File: src/rtl/w_block_scheduler.sv
// ---------------------------------------------------------------------------
// w_block_scheduler
//
// Sequences one weight-matrix pass through the row-to-block converter and
// dispatches each BLOCK_SIZE x CHUNK_SIZE slice to the MAC core owning its
// column group. The converter cannot be stalled, so its output lands in a
// small skid FIFO; slices that arrive while the FIFO is full are dropped and
// flagged with a sticky overflow error.
//
// Ports:
//   clk, rst        clock (rising edge), asynchronous active-high reset
//   start           one-cycle pulse starting a pass (honoured in IDLE only)
//   busy            high while the pass is running or draining
//   done            one-cycle pulse at pass completion
//   err_overflow    sticky: a slice was dropped because the FIFO was full
//   conv_en         converter enable, high only while running
//   conv_valid      converter slice strobe
//   conv_data       converter slice data
//   core_valid      one-hot valid towards the core targeted by the FIFO head
//   core_ready      per-core ready
//   core_data       FIFO head data, shared by all cores
//   core_row_blk    row-block index of the FIFO head
//   core_col_grp    column-group index of the FIFO head
// ---------------------------------------------------------------------------
module w_block_scheduler #(
    parameter int WIDTH      = 16,
    parameter int ROW        = 256,
    parameter int COL        = 64,
    parameter int BLOCK_SIZE = 2,
    parameter int CHUNK_SIZE = 4,
    parameter int NUM_CORES  = 4,
    parameter int FIFO_DEPTH = 4,
    localparam int SLICE_W   = WIDTH * BLOCK_SIZE * (CHUNK_SIZE / 2),
    localparam int RB        = ROW / BLOCK_SIZE,
    localparam int CG        = COL / BLOCK_SIZE,
    localparam int RB_W      = (RB > 1) ? $clog2(RB) : 1,
    localparam int CG_W      = (CG > 1) ? $clog2(CG) : 1
) (
    input  logic                 clk,
    input  logic                 rst,
    input  logic                 start,
    output logic                 busy,
    output logic                 done,
    output logic                 err_overflow,
    output logic                 conv_en,
    input  logic                 conv_valid,
    input  logic [SLICE_W-1:0]   conv_data,
    output logic [NUM_CORES-1:0] core_valid,
    input  logic [NUM_CORES-1:0] core_ready,
    output logic [SLICE_W-1:0]   core_data,
    output logic [RB_W-1:0]      core_row_blk,
    output logic [CG_W-1:0]      core_col_grp
);

    localparam int TOTAL = RB * CG;
    localparam int WC_W  = $clog2(TOTAL + 1);
    localparam int PTR_W = $clog2(FIFO_DEPTH);
    localparam int CNT_W = $clog2(FIFO_DEPTH + 1);

    typedef enum logic [1:0] {
        S_IDLE,
        S_RUN,
        S_DRAIN,
        S_DONE
    } state_t;

    // A FIFO entry carries its tag so dispatch never has to recompute it.
    typedef struct packed {
        logic [SLICE_W-1:0] data;
        logic [RB_W-1:0]    row_blk;
        logic [CG_W-1:0]    col_grp;
    } entry_t;

    state_t             state;
    state_t             state_next;

    logic [WC_W-1:0]    wc;
    logic [RB_W-1:0]    row_cnt;
    logic [CG_W-1:0]    col_cnt;

    entry_t             mem [FIFO_DEPTH];
    logic [PTR_W-1:0]   wr_ptr;
    logic [PTR_W-1:0]   rd_ptr;
    logic [CNT_W-1:0]   count;
    entry_t             head;
    entry_t             last;

    logic               fifo_empty;
    logic               fifo_full;
    logic               accept;
    logic               push;
    logic               pop;
    logic               overflow;
    logic               last_slice;
    logic               start_pass;

    // -----------------------------------------------------------------------
    // FIFO status and handshakes
    // -----------------------------------------------------------------------
    assign fifo_empty = (count == '0);
    assign fifo_full  = (count == CNT_W'(FIFO_DEPTH));
    assign head       = mem[rd_ptr];

    // Every slice seen while running is counted, whether or not it fits.
    assign accept     = (state == S_RUN) && conv_valid;
    assign pop        = |(core_valid & core_ready);
    assign push       = accept && (!fifo_full || pop);
    assign overflow   = accept && fifo_full && !pop;
    assign last_slice = accept && (wc == WC_W'(TOTAL - 1));
    assign start_pass = (state == S_IDLE) && start;

    // Head-of-line dispatch: only the core owning the head's column group
    // sees valid, so ready from any other core cannot pop the entry.
    always_comb begin
        core_valid = '0;
        for (int i = 0; i < NUM_CORES; i++) begin
            core_valid[i] = !fifo_empty &&
                            ((32'(head.col_grp) % NUM_CORES) == unsigned'(i));
        end
    end

    // While empty, the outputs hold the most recently popped entry.
    assign core_data    = fifo_empty ? last.data    : head.data;
    assign core_row_blk = fifo_empty ? last.row_blk : head.row_blk;
    assign core_col_grp = fifo_empty ? last.col_grp : head.col_grp;

    // -----------------------------------------------------------------------
    // FSM
    // -----------------------------------------------------------------------
    // NOTE: state registers use non-blocking assignments so every flop samples
    // pre-edge values regardless of process evaluation order.
    always_ff @(posedge clk or posedge rst) begin
        if (rst) state <= S_IDLE;
        else     state <= state_next;
    end

    // NOTE: every output of this block gets a default first; a path that
    // left one unassigned would infer a latch.
    always_comb begin
        state_next = state;
        busy       = 1'b0;
        done       = 1'b0;
        conv_en    = 1'b0;
        unique case (state)
            S_IDLE: begin
                if (start) state_next = S_RUN;
            end
            S_RUN: begin
                busy    = 1'b1;
                conv_en = 1'b1;
                if (last_slice) state_next = S_DRAIN;
            end
            S_DRAIN: begin
                busy = 1'b1;
                if (fifo_empty || (count == CNT_W'(1) && pop)) state_next = S_DONE;
            end
            S_DONE: begin
                done       = 1'b1;
                state_next = S_IDLE;
            end
            default: state_next = S_IDLE;
        endcase
    end

    // -----------------------------------------------------------------------
    // Slice counter and tag generation (row block fastest, then column group)
    // -----------------------------------------------------------------------
    always_ff @(posedge clk or posedge rst) begin
        if (rst) begin
            wc      <= '0;
            row_cnt <= '0;
            col_cnt <= '0;
        end else if (start_pass) begin
            wc      <= '0;
            row_cnt <= '0;
            col_cnt <= '0;
        end else if (accept) begin
            wc <= wc + WC_W'(1);
            if (row_cnt == RB_W'(RB - 1)) begin
                row_cnt <= '0;
                col_cnt <= col_cnt + CG_W'(1);
            end else begin
                row_cnt <= row_cnt + RB_W'(1);
            end
        end
    end

    always_ff @(posedge clk or posedge rst) begin
        if (rst)             err_overflow <= 1'b0;
        else if (start_pass) err_overflow <= 1'b0;
        else if (overflow)   err_overflow <= 1'b1;
    end

    // -----------------------------------------------------------------------
    // Skid FIFO
    // -----------------------------------------------------------------------
    // NOTE: the storage array has no reset; the occupancy count guards every
    // read, so stale contents are never observed.
    always_ff @(posedge clk) begin
        if (push) mem[wr_ptr] <= '{data: conv_data, row_blk: row_cnt, col_grp: col_cnt};
    end

    always_ff @(posedge clk or posedge rst) begin
        if (rst) begin
            wr_ptr <= '0;
            rd_ptr <= '0;
            count  <= '0;
            last   <= '0;
        end else begin
            if (push) wr_ptr <= wr_ptr + PTR_W'(1);
            if (pop) begin
                rd_ptr <= rd_ptr + PTR_W'(1);
                last   <= head;
            end
            unique case ({push, pop})
                2'b10:   count <= count + CNT_W'(1);
                2'b01:   count <= count - CNT_W'(1);
                default: count <= count;
            endcase
        end
    end

endmodule

File: config.mk
export PLATFORM = sky130hd
export DESIGN_NAME = w_block_scheduler
export DESIGN_NICKNAME = d
export VERILOG_FILES = /design/src/rtl/w_block_scheduler.sv
export SDC_FILE = /design/constraint.sdc
export NUM_CORES = 1
export LEC_CHECK = 0
export CAP_MARGIN = 20
export CORE_MARGIN = 2
export CORE_UTILIZATION = 59
export CTS_CLUSTER_SIZE = 14
export DETAILED_ROUTE_END_ITERATION = 16
export GPL_TIMING_DRIVEN = 0
export MAX_ROUTING_LAYER = met4
export PLACE_DENSITY = 0.82
export SYNTH_ARGS = -nofsm -noshare
export SYNTH_HDL_FRONTEND = slang
export SYNTH_SLANG_ARGS = --single-unit
File: constraint.sdc
create_clock -name clk -period 7.5 [get_ports clk]
set_clock_uncertainty 0.1 [all_clocks]
set_input_delay 1.5 -clock clk [delete_from_list [all_inputs] [get_ports clk]]
set_output_delay 1.5 -clock clk [all_outputs]
set_load 0.02 [all_outputs]
# Word level (Yosys, flattened, before mapping)
# Memories as Yosys holds them, arrays and structs flattened.
# Cells that the tools add are included.
[word_totals] reg_bits=111 latch_bits=0 ram_bits=304 mem_bits_ro=0 input_bits=72 out_inout_bits=84 word_cells=85 memories=1
[classes] n_addsub=7 n_mul=0 n_div=0 magnitude_cmp=0 n_eq_ne=15 shift=0 n_mux=23 n_bitwise=1 n_reduce_logical=27
[memory_table] memory="mem" depth=4 word_bits=76 read_ports=1 rd_ports_with_merged_regs=0 write_ports=1 line_no="81" rtl="entry_t mem [FIFO_DEPTH];"
[ops] cell="64-bit two-way mux" count=1
[ops] cell="32-bit logical NOT" count=1
[ops] cell="7-bit two-way mux" count=4
[ops] cell="13-bit two-way mux" count=2
[ops] cell="5-bit two-way mux" count=4
[ops] cell="13-bit by 1-bit adder with 13-bit output (second input constant)" count=1
[ops] cell="13-bit by 12-bit equality test with 1-bit output (second input constant)" count=1
[ops] cell="1-bit logical AND" count=11
[ops] cell="2-bit equality test (second input constant)" count=5
[ops] cell="2-bit one-hot mux with 4 select lines" count=1
[ops] cell="2-bit nonzero test" count=4
[ops] cell="7-bit by 1-bit adder with 7-bit output (second input constant)" count=1
[ops] cell="7-bit equality test (second input constant)" count=1
[ops] cell="1-bit two-way mux" count=7
[ops] cell="2-bit by 1-bit equality test with 1-bit output (second input constant)" count=3
[ops] cell="2-bit two-way mux" count=3
[ops] cell="2-bit != test (second input constant)" count=3
[ops] cell="3-bit one-hot mux with 2 select lines" count=1
[ops] cell="5-bit by 1-bit adder with 5-bit output (second input constant)" count=1
[ops] cell="2-bit by 1-bit adder with 2-bit output (second input constant)" count=2
[ops] cell="4-bit AND" count=1
[ops] cell="4-bit OR reduction" count=1
[ops] cell="3-bit by 1-bit adder with 3-bit output (second input constant)" count=1
[ops] cell="3-bit by 1-bit equality test with 1-bit output (second input constant)" count=1
[ops] cell="9 further kinds" count=12

# Depth between registers and ports, before layout
[logic_depth] ltp_word=9 depth_mapped=10 ltp_nobuf=8

# Least setup slack after synthesis
# OpenSTA, ideal clock, no wires.
[synth_timing] path_type="input -> register" start="input port core_ready[3]" end="memory mem[0][0] (netlist name) (enable)" setup_time_ns=0.443 arrival_time_ns=3.895 required_ns=6.957 setup_slack_ns=3.063 stages=5 path_buffers=0 path_cell_list="mux2i_1 mux2i_1 nor2_1 nor2_1 and2_1"
[synth_via] elab_chain_len=6
[synth_rtl] item="from (decl)" line_no="49" rtl="input logic [NUM_CORES-1:0] core_ready,"
[synth_rtl] item="4-bit AND" line_no="106" rtl="assign pop = |(core_valid & core_ready);"
[synth_rtl] item="4-bit OR reduction" line_no="106"
[synth_rtl] item="1-bit logical OR" line_no="107" rtl="assign push = accept && (!fifo_full || pop);"
[synth_rtl] item="1-bit logical AND" line_no="107"
[synth_rtl] item="1-bit two-way mux" line_no="200" rtl="if (push) mem[wr_ptr] <= '{data: conv_data, row_blk: row_cnt, col_grp: col_cnt};"
[synth_rtl] item="1-bit two-way mux (implied by the code)" line_no="200"
[synth_rtl] item="to (decl)" line_no="81"
# Every way passes these cells.

# Worst setup path after layout
[layout_timing] start="register count[1]" end="output port core_col_grp[3]"
[layout_via] elab_chain_len=2
[layout_rtl] item="from (decl)" line_no="84" rtl="logic [CNT_W-1:0] count;"
[layout_rtl] item="from (signal assigned)" line_no="216" rtl="2'b10: count <= count + CNT_W'(1);"
[layout_rtl] item="from (signal assigned)" line_no="217" rtl="2'b01: count <= count - CNT_W'(1);"
[layout_rtl] item="from (signal assigned)" line_no="218" rtl="default: count <= count;"
[layout_rtl] item="3-bit logical NOT" line_no="100" rtl="assign fifo_empty = (count == '0);"
[layout_rtl] item="5-bit two-way mux" line_no="125" rtl="assign core_col_grp = fifo_empty ? last.col_grp : head.col_grp;"
[layout_rtl] item="to (decl)" line_no="52" rtl="output logic [CG_W-1:0] core_col_grp"
# Every way passes these cells.

==> results.md <==
- Worst-path clk slew: 60 ps
- CTS Buffer Depth: 3
- Peak supply drop: 0.2865 mV
- Die width: 171.8 microns
- GRT Util Overall: 0.2560
- Post-route insts no fill: 1,626
- Core area: 0.02778 sq mm
- Sequential share of the synthesized area: 0.7164
- Area leader, netlist: edfxtp_1
- Port buffer count: 155
- Die Height: 171.8 microns
- Worst R2R Path Depth: 8
- Vias/cell: 5.726
- TritonRoute pass-1 iters: 5
- DP HPWL: 20.99 mm
- Leak: 7.448 nW
- WHS Path Cells: 1
- Row cnt: 61
- Area contributors post-synth: edfxtp_1 (55%), dfrtp_1 (17%), mux4_2 (10%)
- Worst EP arrival: 3840 ps
- Main synth FF type: edfxtp_1
- Critical Path RT: 5900 ps
- Fin nets: 1,301
- Status: finished, final reports clean
- Fmax: 183.9 MHz
- Crit path cell chain: inv_1 -> ha_1 -> nor2b_1 -> clkbuf_1 -> clkbuf_1 -> clkbuf_1 -> nand2_1 -> nand2_1 -> clkdlybuf4s50_1
- Cts hold-fix bufs: 0
- Clock root buffer: clkbuf_16
- Final setup fails: 0
- TritonCTS Buffers: 42
- Critical path class: reg -> out
- DR iter-0 viols: 716
- Crit path launch type: register
- Multi-input combinational cell area: 0.004451 sq mm
- Final Hold Fails: 0
- Post-CTS setup repair buffer count: 0
- Die ar.: 0.02953 sq mm
- Clk Latency, worst-skew pair: 530 ps
- Final Max Tran Viols: 0
- Count of different cell masters after synthesis: 41
- Slew at the pin closest to its max-slew limit: 941.5 ps
- Most used cell, CP: clkbuf_1
- First-pass GRT wire length: 54.39 mm
- I/O pin count: 156
- Post-synthesis register bit count: 415
- Register area: 0.01191 sq mm
- Total power per unit cell area: 436.1 mW/mm^2
- Period utilization: 0.7251
- Most frequent cell after synthesis: edfxtp_1
- Asr flop ratio synth: 0.2675
- EDFF count, synth: 304
- CTS H-tree lvls: 2
- Syn Inst Count: 1,008
- Final WL: 35.08 mm
- CP endpoint kind: output pin
- Largest net degree at the start of global routing: 74
- Area share of the largest cell type after synthesis: 0.5493
- Top cells by count, synth: edfxtp_1 (304), nand2_1 (248), dfrtp_1 (111), mux2_2 (76), mux4_2 (76)
- Max-cap viol count: 0
- Vias: 9,310
- Vias in the first global route: 9,778
- Inst Count DP: 1,546
- Fillers: 1,735
- CTS tree: built
- # DRC: 0
- Yosys warns: 0
- Final core utilization: 0.7263
- Crit path max fanout: 10
- Crit-path slowest cell: clkdlybuf4s50_1
- Min-Delay Path Class: reg -> reg
- Overflow after GRT: 0
- Wirelength per Cell: 21.58 microns
- Hold Worst Slack: 408.2 ps
- Setup tns final: 0 ps
- RSZ-0062 raised after global routing: no
- Layout cells sized above 1: 0.2039
- Minimum clock period: 5439 ps
- Initial antenna violation count: 2
- Post-Syn Area: 0.01662 sq mm
- PostCTS Resize Cnt: 0
- Total clock sinks: 415
- Area growth syn-to-layout: 21.40%
- Max_slew headroom: 0.3724
- Max incr delay on CP: 610 ps
- Syn Area/Cell: 16.49 sq um
- Starting density of the core: 0.5982
- Syn nets: 1,096
- RD Place Congestion: 0.7720
- Antenna-violating nets left: 0
## per-layer routing
layer / track usage / part of all wire / up-vias
met5: - / 0 / -
met3: 0.04165 / 0.063 / 70
li1: - / - / 4149
met1: 0.3255 / 0.40 / 4752
met2: 0.4262 / 0.51 / 339
met4: 0.08659 / 0.031 / 0
## power by group
group | switching, W | internal, W
clock | 0.000858 | 0.00119
sequential | 0.000184 | 0.00291
combinational | 0.00193 | 0.00173
## layout by cell type (no fill, tap or decap), drive strengths merged, types with 5 or more instances in the layout
master,count
nor3,5
xor2,11
buf,32
clkinv,20
clkdlybuf4s50,155
nand3,6
and2,6
mux4,76
or3,5
clkbuf,76
ha,16
dfrtp,111
edfxtp,304
o21ai,9
a21oi,9
inv,11
nand2,248
xnor2,9
mux2i,5
mux2,76
nand4,6
nor2,22
## path summary, 6_finish.rpt
check,start,to,slack (ps)
max,count[1],core_col_grp[3],2060
min in group asynchronous,rst,last[52],1280
min,last[53],last[53],410
min reg2reg,last[53],last[53],410
max reg2reg,rd_ptr[0],mem[2][59],4020
max in group asynchronous,rst,last[27],5280
## cells by family (layout without fill, tap and decap cells)
| family | after synthesis | in the layout | synth area share |
|---|---|---|---|
| flops | 415 | 415 | 0.7164 |
| fa+ha+maj | 16 | 16 | 0.01205 |
| compound gates | 28 | 28 | 0.01062 |
| xor+xnor | 20 | 20 | 0.01054 |
| simple gates | 311 | 311 | 0.07649 |
| other cells | 0 | 2 | 0 |
| buf+inv | 61 | 299 | 0.01641 |
| mux | 157 | 157 | 0.1575 |
## layout make-up
class                      instances  area share
sequential                       415      0.5901
multi-input combinational        532      0.2206
timing repair buffer             161     0.08427
clock buffer                      51     0.05829
tap                              378     0.02344
buffer                            51     0.01166
clock inverter                    26    0.009302
inverter                          10    0.002108
antenna                            2   0.0002480
## critical path: cells and delay by family (launching register included)
family | cells | cell delay, ps
buffers and inverters | 5 | 2270
DFF | 1 | 410
adders and majority gates | 1 | 260
and+or+nand+nor | 3 | 380
## metrics by stage
| stage | power [W] | instance area (sq um) | setup slack (ps) |
|---|---|---|---|
| 2_1_floorplan | 0.005407 | 16620 | 2969 |
| 4_1_cts | 0.008847 | 20160 | 1994 |
| 3_3_place_gp | 0.006654 | 18640 | 869.9 |
| 5_1_grt | 0.009212 | 20180 | 1848 |
| 6_report | 0.008799 | 20180 | 2061 |
| 3_5_place_dp | 0.006768 | 18800 | 2578 |
## sequential cells by signal (all words and copies together) (netlist names)
register      cells
state             2
mem             304
count             3
rd_ptr            2
col_cnt           5
wr_ptr            2
last             76
row_cnt           7
err_overflow      1
wc               13
Power figures use the tool's default switching activity.
